File: src/rtl/pcm_sequencer.sv
// Captures one PCM frame per en_pcm strobe and streams the enabled channels over valid/ready.
// Optional PCM_SEQ_TAG_EN adds the out_ch channel-index output.
module pcm_sequencer #(
  parameter int unsigned NCH = 4,
  parameter int unsigned W   = 16,
  parameter int unsigned CHW = $clog2(NCH)
) (
  input  logic             clk,
  input  logic             reset,
  input  logic             en_pcm,
  input  logic [NCH*W-1:0] pcm_in,
  input  logic [NCH-1:0]   ch_mask,
  output logic [W-1:0]     out_data,
`ifdef PCM_SEQ_TAG_EN
  output logic [CHW-1:0]   out_ch,
`endif
  output logic             out_valid,
  input  logic             out_ready,
  output logic             out_last,
  output logic             busy,
  output logic             overrun,
  input  logic             clr_overrun
);

  typedef enum logic [0:0] {StIdle, StSend} state_e;

  state_e           state_q;
  logic [NCH*W-1:0] snap_q;
  logic [NCH-1:0]   mask_q;
  logic [CHW-1:0]   idx_q;

  // Lowest set bit of m at or above position from.
  function automatic logic [CHW-1:0] lowest_from(input logic [NCH-1:0] m, input int from);
    lowest_from = '0;
    for (int k = int'(NCH) - 1; k >= 0; k--) begin
      if (m[k] && k >= from) lowest_from = CHW'(k);
    end
  endfunction

  function automatic logic [CHW-1:0] highest(input logic [NCH-1:0] m);
    highest = '0;
    for (int k = 0; k < int'(NCH); k++) begin
      if (m[k]) highest = CHW'(k);
    end
  endfunction

  logic           xfer, last_xfer, frame_req, capture, set_ovr;
  logic [CHW-1:0] first_idx, next_idx;
  logic           first_last, next_last;

  always_comb begin
    xfer       = out_valid && out_ready;
    last_xfer  = xfer && out_last;
    frame_req  = en_pcm && (|ch_mask);
    capture    = frame_req && (state_q == StIdle || last_xfer);
    // A non-empty frame that cannot be captured can only arrive mid-frame.
    set_ovr    = frame_req && !capture;
    first_idx  = lowest_from(ch_mask, 0);
    first_last = (first_idx == highest(ch_mask));
    next_idx   = lowest_from(mask_q, int'(idx_q) + 1);
    next_last  = (next_idx == highest(mask_q));
  end

  always_ff @(posedge clk or negedge reset) begin
    if (!reset) begin
      state_q   <= StIdle;
      snap_q    <= '0;
      mask_q    <= '0;
      idx_q     <= '0;
      out_data  <= '0;
`ifdef PCM_SEQ_TAG_EN
      out_ch    <= '0;
`endif
      out_valid <= 1'b0;
      out_last  <= 1'b0;
      busy      <= 1'b0;
      overrun   <= 1'b0;
    end else begin
      if (set_ovr) begin
        overrun <= 1'b1;
      end else if (clr_overrun) begin
        overrun <= 1'b0;
      end

      if (capture) begin
        state_q   <= StSend;
        snap_q    <= pcm_in;
        mask_q    <= ch_mask;
        idx_q     <= first_idx;
        out_data  <= pcm_in[first_idx*W +: W];
`ifdef PCM_SEQ_TAG_EN
        out_ch    <= first_idx;
`endif
        out_last  <= first_last;
        out_valid <= 1'b1;
        busy      <= 1'b1;
      end else if (xfer) begin
        if (out_last) begin
          state_q   <= StIdle;
          out_valid <= 1'b0;
          out_last  <= 1'b0;
          busy      <= 1'b0;
        end else begin
          idx_q    <= next_idx;
          out_data <= snap_q[next_idx*W +: W];
`ifdef PCM_SEQ_TAG_EN
          out_ch   <= next_idx;
`endif
          out_last <= next_last;
        end
      end
    end
  end

endmodule

File: config.mk
export PLATFORM = sky130hd
export DESIGN_NAME = pcm_sequencer
export DESIGN_NICKNAME = d
export VERILOG_FILES = /design/src/rtl/pcm_sequencer.sv
export SDC_FILE = /design/constraint.sdc
export NUM_CORES = 1
export LEC_CHECK = 0
export ABC_AREA = 1
export ABC_CLOCK_PERIOD_IN_PS = 3800
export BUFFER_PORTS_ARGS = -buffer_cell sky130_fd_sc_hd__buf_2
export CORE_ASPECT_RATIO = 0.6
export CORE_MARGIN = 2
export CORE_UTILIZATION = 60
export DETAILED_ROUTE_END_ITERATION = 8
export PLACE_DENSITY = 0.91
export RECOVER_POWER = 25
export SETUP_SLACK_MARGIN = 0.2
export SLEW_MARGIN = 20
export SYNTH_ARGS = -nofsm -noshare
export SYNTH_HDL_FRONTEND = slang
export SYNTH_SLANG_ARGS = --single-unit
File: constraint.sdc
create_clock -name clk -period 3.8 [get_ports clk]
set_input_delay 0.57 -clock clk [delete_from_list [all_inputs] [get_ports clk]]
set_output_delay 0.57 -clock clk [all_outputs]
set_load 0.05 [all_outputs]
==> impl_summary.log, run 1 <==
[metrics] result of the run: finished with violations
[metrics] failing checks: max-capacitance violations, max-slew violations
[metrics] combinational family with the most area after synthesis: simple AND/OR/NAND/NOR gates
[metrics] leading cell types by total area after synthesis: dfrtp_1 44%, nand2_1 17%, nand3_1 7.3%, o21ai_0 7.0%, inv_1 5.8%
[metrics] fin crit share: between 60% and 70%
[metrics] total nets after synthesis: between 700 and 800
[metrics] transition time of the tightest slew-check pin: 2.15 ns
[metrics] remaining design rule violation count: 0
[metrics] type of origin of the critical path: flop
[metrics] Synth Area in Compound Gates: 10.5%
[metrics] instance area at placement: around 0.0053 sq mm
[metrics] TritonCTS clock tree: built
[metrics] number of distinct library cell variants in the gate-level netlist after synthesis: 32
[metrics] Design Power: around 5.0 mW
[metrics] max capacitance violation total: 1
[metrics] buffer depth of the longest clock path: 2
[metrics] final cell count without fillers: approximately 870
[metrics] count of boundary I/O pins: 93
[metrics] Setup TNS: 0 ns
[metrics] total of warnings raised by yosys: 0
[metrics] mapped cell area: roughly 0.0050 sq mm
[metrics] vias post-DR: 4870
[metrics] wire length of the first global-routing pass: ~22000 um
[metrics] mean instance size in the synthesized netlist: between 7 and 8 sq um
[metrics] number of levels in the clock H-tree: 3
[metrics] Primary FF master, synth: dfrtp_1
[metrics] share of layout cells above drive strength 1: between 10% and 20%
[metrics] Total Nets Final: between 800 and 900
[metrics] number of rows in the core area: 25
[metrics] Post-CTS Setup Inserts: 0
[metrics] f_max: between 400 and 500 MHz
[metrics] synthesis-to-layout area growth: 13.0%
[metrics] Max FO, Critical Path: 15
[metrics] vias in the first global route: ~4500
[metrics] pin count of the biggest net entering global routing: 89
[metrics] Reg area: between 0.002 and 0.0025 sq mm
[metrics] first-pass iteration count of the detailed router: 5
[metrics] fraction of synthesized cell area in xor and xnor cells: 0.176%
[metrics] flops & latches, synth: a little under 90
[metrics] proportion of synthesized area in mux cells: 0%
[metrics] post-synth top area cell: dfrtp_1
[metrics] final setup violating endpoints: 0
[metrics] All-Layer GR Usage: a little under a third
[metrics] initial antenna violation count: 0
[metrics] share of the yosys chip area belonging to registers: between 40 and 50%
[metrics] count of final hold-check violations: 0
[metrics] final max-slew violation count: 89
[metrics] placed cells: about 860
[metrics] clock slew at reported path FFs: about 0.060 ns
[metrics] cell area power density: slightly below 900 mW/mm^2
[metrics] post-cts repair resize count: 0
[metrics] later-pin clock latency in the skew report: approximately 0.35 ns
[metrics] CORE AREA: 0.00798 sq mm
[metrics] initial core utilization: a little over three fifths
[metrics] Sinks on Clock Net: between 80 and 90
[metrics] full die area: ~0.0091 sq mm
[metrics] ANT nets after route: 0
[metrics] total routed wirelength: ~14000 um
[metrics] hpwl dp: between 8000 and 9000 um
[metrics] Chip Height: between 70 and 80 um
[metrics] Setup Slack @ Placement: ~1.3 ns
[metrics] leakage power: a little over 3 nW
[metrics] leading cell types by count after synthesis: 227 x nand2_1, 88 x dfrtp_1, 77 x inv_1
[metrics] WL/cell: about 16 um
[metrics] Finished Cell Area: 0.00564 sq mm
[metrics] Critical Path RT: just over 4 ns
[metrics] number of inserted diodes: 0
[metrics] proportion of synthesized flip-flops having asynchronous set or reset: between 90% and 100%
[metrics] final worst-path setup slack: roughly 1.4 ns
[metrics] most instantiated library cell after synthesis: nand2_1
[metrics] normalized max-slew margin: -43.1%
[metrics] endpoint class of the critical path: flop
[metrics] Peak supply drop: about 0.00042 V
[metrics] Worst Hold Class: in2reg
[metrics] simple-gate portion of the synthesized area: 33.2%
[metrics] arrival time at the worst endpoint: between 2 and 3 ns
[metrics] final worst clock skew: about 0.008 ns
[metrics] total congestion overflow after global routing: 0
[metrics] post-route minimum period: ~2.4 ns
[metrics] Port Buffer Count: between 90 and 100
[metrics] Cells after Synth: just under 700
[metrics] number of DRC violations after detailed-routing iteration 0: 650
[metrics] number of buffers inserted during clock tree synthesis: 9
[metrics] adder-cell share of the synthesized area: 0%
[metrics] RSZ-0062 raised after global routing: false
[metrics] routability-driven placement congestion ratio: about 0.91
[metrics] cell at the root of the clock tree: clkbuf_16
[metrics] number of enable-type register cells in the synthesized netlist: 0
[metrics] Die X: 122 um
[metrics] critical path class: reg2reg
[metrics] total area of multi-input combinational cells: 0.00218 sq mm
[metrics] via count normalized by instance count: between 5 and 6
[metrics] cts hold-fix bufs: 0
[metrics] area share of the leading cell type in the synthesized netlist: 44.1%
[metrics] fillcell total: about 650
==> through the flow <==
step,util (%),hold slack [ns]
after floorplan,-,0.274
after global placement,67.0,0.452
after detailed placement,67.0,0.464
after CTS,70.8,0.421
after global routing,70.7,0.426
final,70.7,0.430
==> final timing paths <==
kind                              startpoint      endpoint  slack, ns  cells after the start
worst max-delay path                idx_q[1]   out_data[8]       1.37                      9
worst min-delay path             clr_overrun       overrun       0.43                      2
worst max register to register      idx_q[1]   out_data[8]       1.37                      9
worst min register to register  out_data[15]  out_data[15]       0.47                      2
max in group asynchronous              reset    snap_q[49]       1.69                      1
min in group asynchronous              reset    snap_q[29]       0.85                      1
==> layout make-up <==
cell class / instances / share of cell area, %
sequential: 88 / 39.1
multi-input combinational: 478 / 38.7
timing repair buffer: 97 / 8.81
inverter: 84 / 5.68
clock buffer: 13 / 4.62
tap: 108 / 2.40
clock inverter: 3 / 0.710
==> where the power goes <==
group	internal [mW]	switching (mW)	total, mW
logic	0.735	1.70	2.44
clock network	0.544	0.358	0.901
registers	1.41	0.255	1.67
total	2.69	2.31	5.00
==> state kept, by name, summed over array words and instances (netlist names) <==
| signal | cells |
|---|---|
| idx_q | 2 |
| mask_q | 3 |
| out_data | 16 |
| out_last | 1 |
| overrun | 1 |
| snap_q | 64 |
| state_q | 1 |
==> logic make-up after synthesis <==
family / count (synthesis)
AND/OR/NAND/NOR: 375
flip-flops: 88
XOR/XNOR: 1
AO/OA/AOI/OAI: 102
buffers and inverters: 122
==> cells in the final DEF (no fill, tap or decap), types with 3 or more instances in the layout <==
cell	count
a21oi_1	13
clkbuf_16	9
dfrtp_1	88
o21ai_1	15
nand2_1	227
nand2_4	3
buf_2	90
o21ai_0	70
inv_2	4
inv_1	77
nand3b_1	13
nor2_1	45
buf_4	5
nand3_1	73
clkbuf_1	3
nand2_2	4
==> critical path, cell delays in order (launching register included) <==
cell     delay (ns)
dfrtp_1        0.38
inv_2          0.07
nand3_1        0.44
nand2_1        0.59
nand2_1        0.13
inv_1          0.39
nand2_1        0.12
nand2_1        0.09
nor2_1         0.06
nor2_1         0.08
==> per-layer routing <==
layer	global-route usage, %	part of all wire, %	wire (um)
met5	0	0	0
met4	9.83	1.7	225
met3	12.8	13	1740
met2	48.2	44	5940
met1	42.4	42	5660
Power figures use the tool's default switching activity.
==> run 2, diff against run 1 <==
--- a/config.mk
+++ b/config.mk
@@ -6,13 +6,13 @@
 export NUM_CORES = 1
 export LEC_CHECK = 0
 export ABC_AREA = 1
-export ABC_CLOCK_PERIOD_IN_PS = 3800
+export ABC_CLOCK_PERIOD_IN_PS = 2200
 export BUFFER_PORTS_ARGS = -buffer_cell sky130_fd_sc_hd__buf_2
 export CORE_ASPECT_RATIO = 0.6
 export CORE_MARGIN = 2
-export CORE_UTILIZATION = 60
+export CORE_UTILIZATION = 51
 export DETAILED_ROUTE_END_ITERATION = 8
-export PLACE_DENSITY = 0.91
+export PLACE_DENSITY = 0.83
 export RECOVER_POWER = 25
 export SETUP_SLACK_MARGIN = 0.2
 export SLEW_MARGIN = 20
==> constraint.sdc (replaced) <==
create_clock -name clk -period 2.2 [get_ports clk]
set_input_delay 0.33 -clock clk [delete_from_list [all_inputs] [get_ports clk]]
set_output_delay 0.33 -clock clk [all_outputs]
set_load 0.05 [all_outputs]
==> impl_summary.log, run 2 (synthesis results as in run 1) <==
[metrics] final max-slew violation count: 0
[metrics] Post-CTS Setup Inserts: 0
[metrics] hpwl dp: 9930 um
[metrics] post-route minimum period: between 1.5 and 2 ns
[metrics] placed cells: about 890
[metrics] flip-flop count of the largest register after layout: 64
[metrics] initial core utilization: between 50% and 60%
[metrics] Critical Path RT: 2.44 ns
[metrics] later-pin clock latency in the skew report: 0.35 ns
[metrics] wire length of the first global-routing pass: approximately 23000 um
[metrics] endpoint class of the critical path: flop
[metrics] clock slew at reported path FFs: approximately 0.060 ns
[metrics] Critical Path Most Common Cell: nand2_1
[metrics] max capacitance violation total: 0
[metrics] Critical Path, Cell by Cell: nand2_1 > nand2_1 > nand3_4 > buf_4 > a21oi_1 > nand2_1 > nand2_1 > nor2_1 > nor2_1
[metrics] cell at the root of the clock tree: clkbuf_16
[metrics] cell with the biggest individual delay on the critical path: buf_4
[metrics] normalized max-slew margin: between 40% and 50%
[metrics] ANT nets after route: 0
[metrics] count of boundary I/O pins: just over 90
[metrics] number of DRC violations after detailed-routing iteration 0: 693
[metrics] arrival time at the worst endpoint: between 2 and 2.5 ns
[metrics] routability-driven placement congestion ratio: 0.898
[metrics] first-pass iteration count of the detailed router: 6
[metrics] share of layout cells above drive strength 1: 19.0%
[metrics] leakage power: between 3 and 4 nW
[metrics] transition time of the tightest slew-check pin: 0.758 ns
[metrics] All-Layer GR Usage: approximately 28%
[metrics] fin crit share: between 80% and 90%
[metrics] number of levels in the clock H-tree: 3
[metrics] critical path class: reg2reg
[metrics] registers with the most flip-flops: snap_q: 64 flops, out_data: 16 flops, mask_q: 3 flops
[metrics] Port Buffer Count: a little over 90
[metrics] vias post-DR: around 5000
[metrics] cell area power density: between 1500 and 2000 mW/mm^2
[metrics] final worst clock skew: about 0.0099 ns
[metrics] number of inserted diodes: 0
[metrics] Reg with most FFs: snap_q
[metrics] buffer depth of the longest clock path: 2
[metrics] result of the run: finished, final reports clean
[metrics] final cell count without fillers: 908
[metrics] Setup TNS: 0 ns
[metrics] minimum hold slack: 0.187 ns
[metrics] number of rows in the core area: 27
[metrics] Chip Height: ~81 um
[metrics] Peak supply drop: about 0.00080 V
[metrics] RSZ-0062 raised after global routing: false
[metrics] initial antenna violation count: 0
[metrics] synthesis-to-layout area growth: 17.1%
[metrics] CORE AREA: slightly above 0.009 sq mm
[metrics] count of final hold-check violations: 0
[metrics] type of origin of the critical path: flop
[metrics] cts hold-fix bufs: 1
[metrics] total routed wirelength: 14200 um
[metrics] vias in the first global route: approximately 4500
[metrics] final setup violating endpoints: 0
[metrics] via count normalized by instance count: 5.45
[metrics] most frequent standard cell in the layout excluding fill and tap cells: nand2_1
[metrics] Die X: around 130 um
[metrics] full die area: ~0.011 sq mm
[metrics] Max FO, Critical Path: 44
[metrics] remaining design rule violation count: 0
[metrics] Worst Hold Class: in2reg
[metrics] post-cts repair resize count: 0
[metrics] delay of the slowest critical-path stage: between 0.4 and 0.5 ns
[metrics] Sinks on Clock Net: 88
[metrics] WL/cell: around 16 um
[metrics] total congestion overflow after global routing: 0
[metrics] Bufs and invs on worst path: 1
[metrics] number of buffers inserted during clock tree synthesis: 9
[metrics] highest-count cells in the layout ignoring fill and taps: 228 x nand2_1, 91 x buf_2, 88 x dfrtp_1, 77 x inv_1, 73 x nand3_1
[metrics] Total Nets Final: 846
[metrics] TritonCTS clock tree: built
[metrics] f_max: roughly 540 MHz
[metrics] pin count of the biggest net entering global routing: 45
[metrics] critical path's top delay family: simple AND/OR/NAND/NOR gates
==> run 2: metal layers <==
layer | vias up | track usage (%) | part of all wire (%)
met5 | - | 0 | 0
met4 | 0 | 9.13 | 1.7
met3 | 37 | 9.47 | 13
met2 | 310 | 40.3 | 42
met1 | 2278 | 39.7 | 44
li1 | 2325 | - | -
==> run 2: path summary, 6_finish.rpt <==
check / startpoint / to / slack (ns) / depth (start not counted)
max in group asynchronous: reset / out_data[3] / 0.52 / 3
worst max register to register: out_last / out_data[4] / 0.35 / 9
worst max-delay path: out_last / out_data[4] / 0.35 / 9
worst min-delay path: clr_overrun / overrun / 0.19 / 2
worst min register to register: out_data[13] / out_data[13] / 0.47 / 2
min in group asynchronous: reset / out_data[15] / 0.59 / 2
==> run 2: worst reg2reg max path: cells and delay by family, from the launching register on <==
family	cells	cell delay (ns)
buffers and inverters	1	0.45
AO/OA/AOI/OAI	1	0.09
flip-flops	1	0.41
AND/OR/NAND/NOR	7	0.79
==> run 2: cell type report <==
class,count,area [sq um]
Clock buffer,12,256
Clock inverter,4,76.3
Fill cell,867,3480
Inverter,84,320
Multi-Input combinational cell,478,2190
Sequential cell,88,2200
Tap cell,130,163
Timing Repair Buffer,112,638
==> run 2: power by group <==
part / internal, mW / switching, mW / leakage, nW / total (mW)
Combinational: 1.40 / 2.98 / 1.92 / 4.37
Sequential: 2.44 / 0.444 / 1.08 / 2.88
Clock: 1.06 / 0.645 / 0.159 / 1.70
Total: 4.89 / 4.06 / 3.16 / 8.96
==> run 2: stage by stage <==
stage          utilization, %  total power, mW  instance area (sq um)  setup WS (ns)
2_1_floorplan               -             6.12                   4990          0.525
3_3_place_gp             59.2             7.01                   5520          0.351
3_5_place_dp             59.2             7.18                   5520          0.334
4_1_cts                  62.9             8.91                   5860          0.419
5_1_grt                  62.7             9.57                   5840          0.196
6_report                 62.7             8.96                   5840          0.346
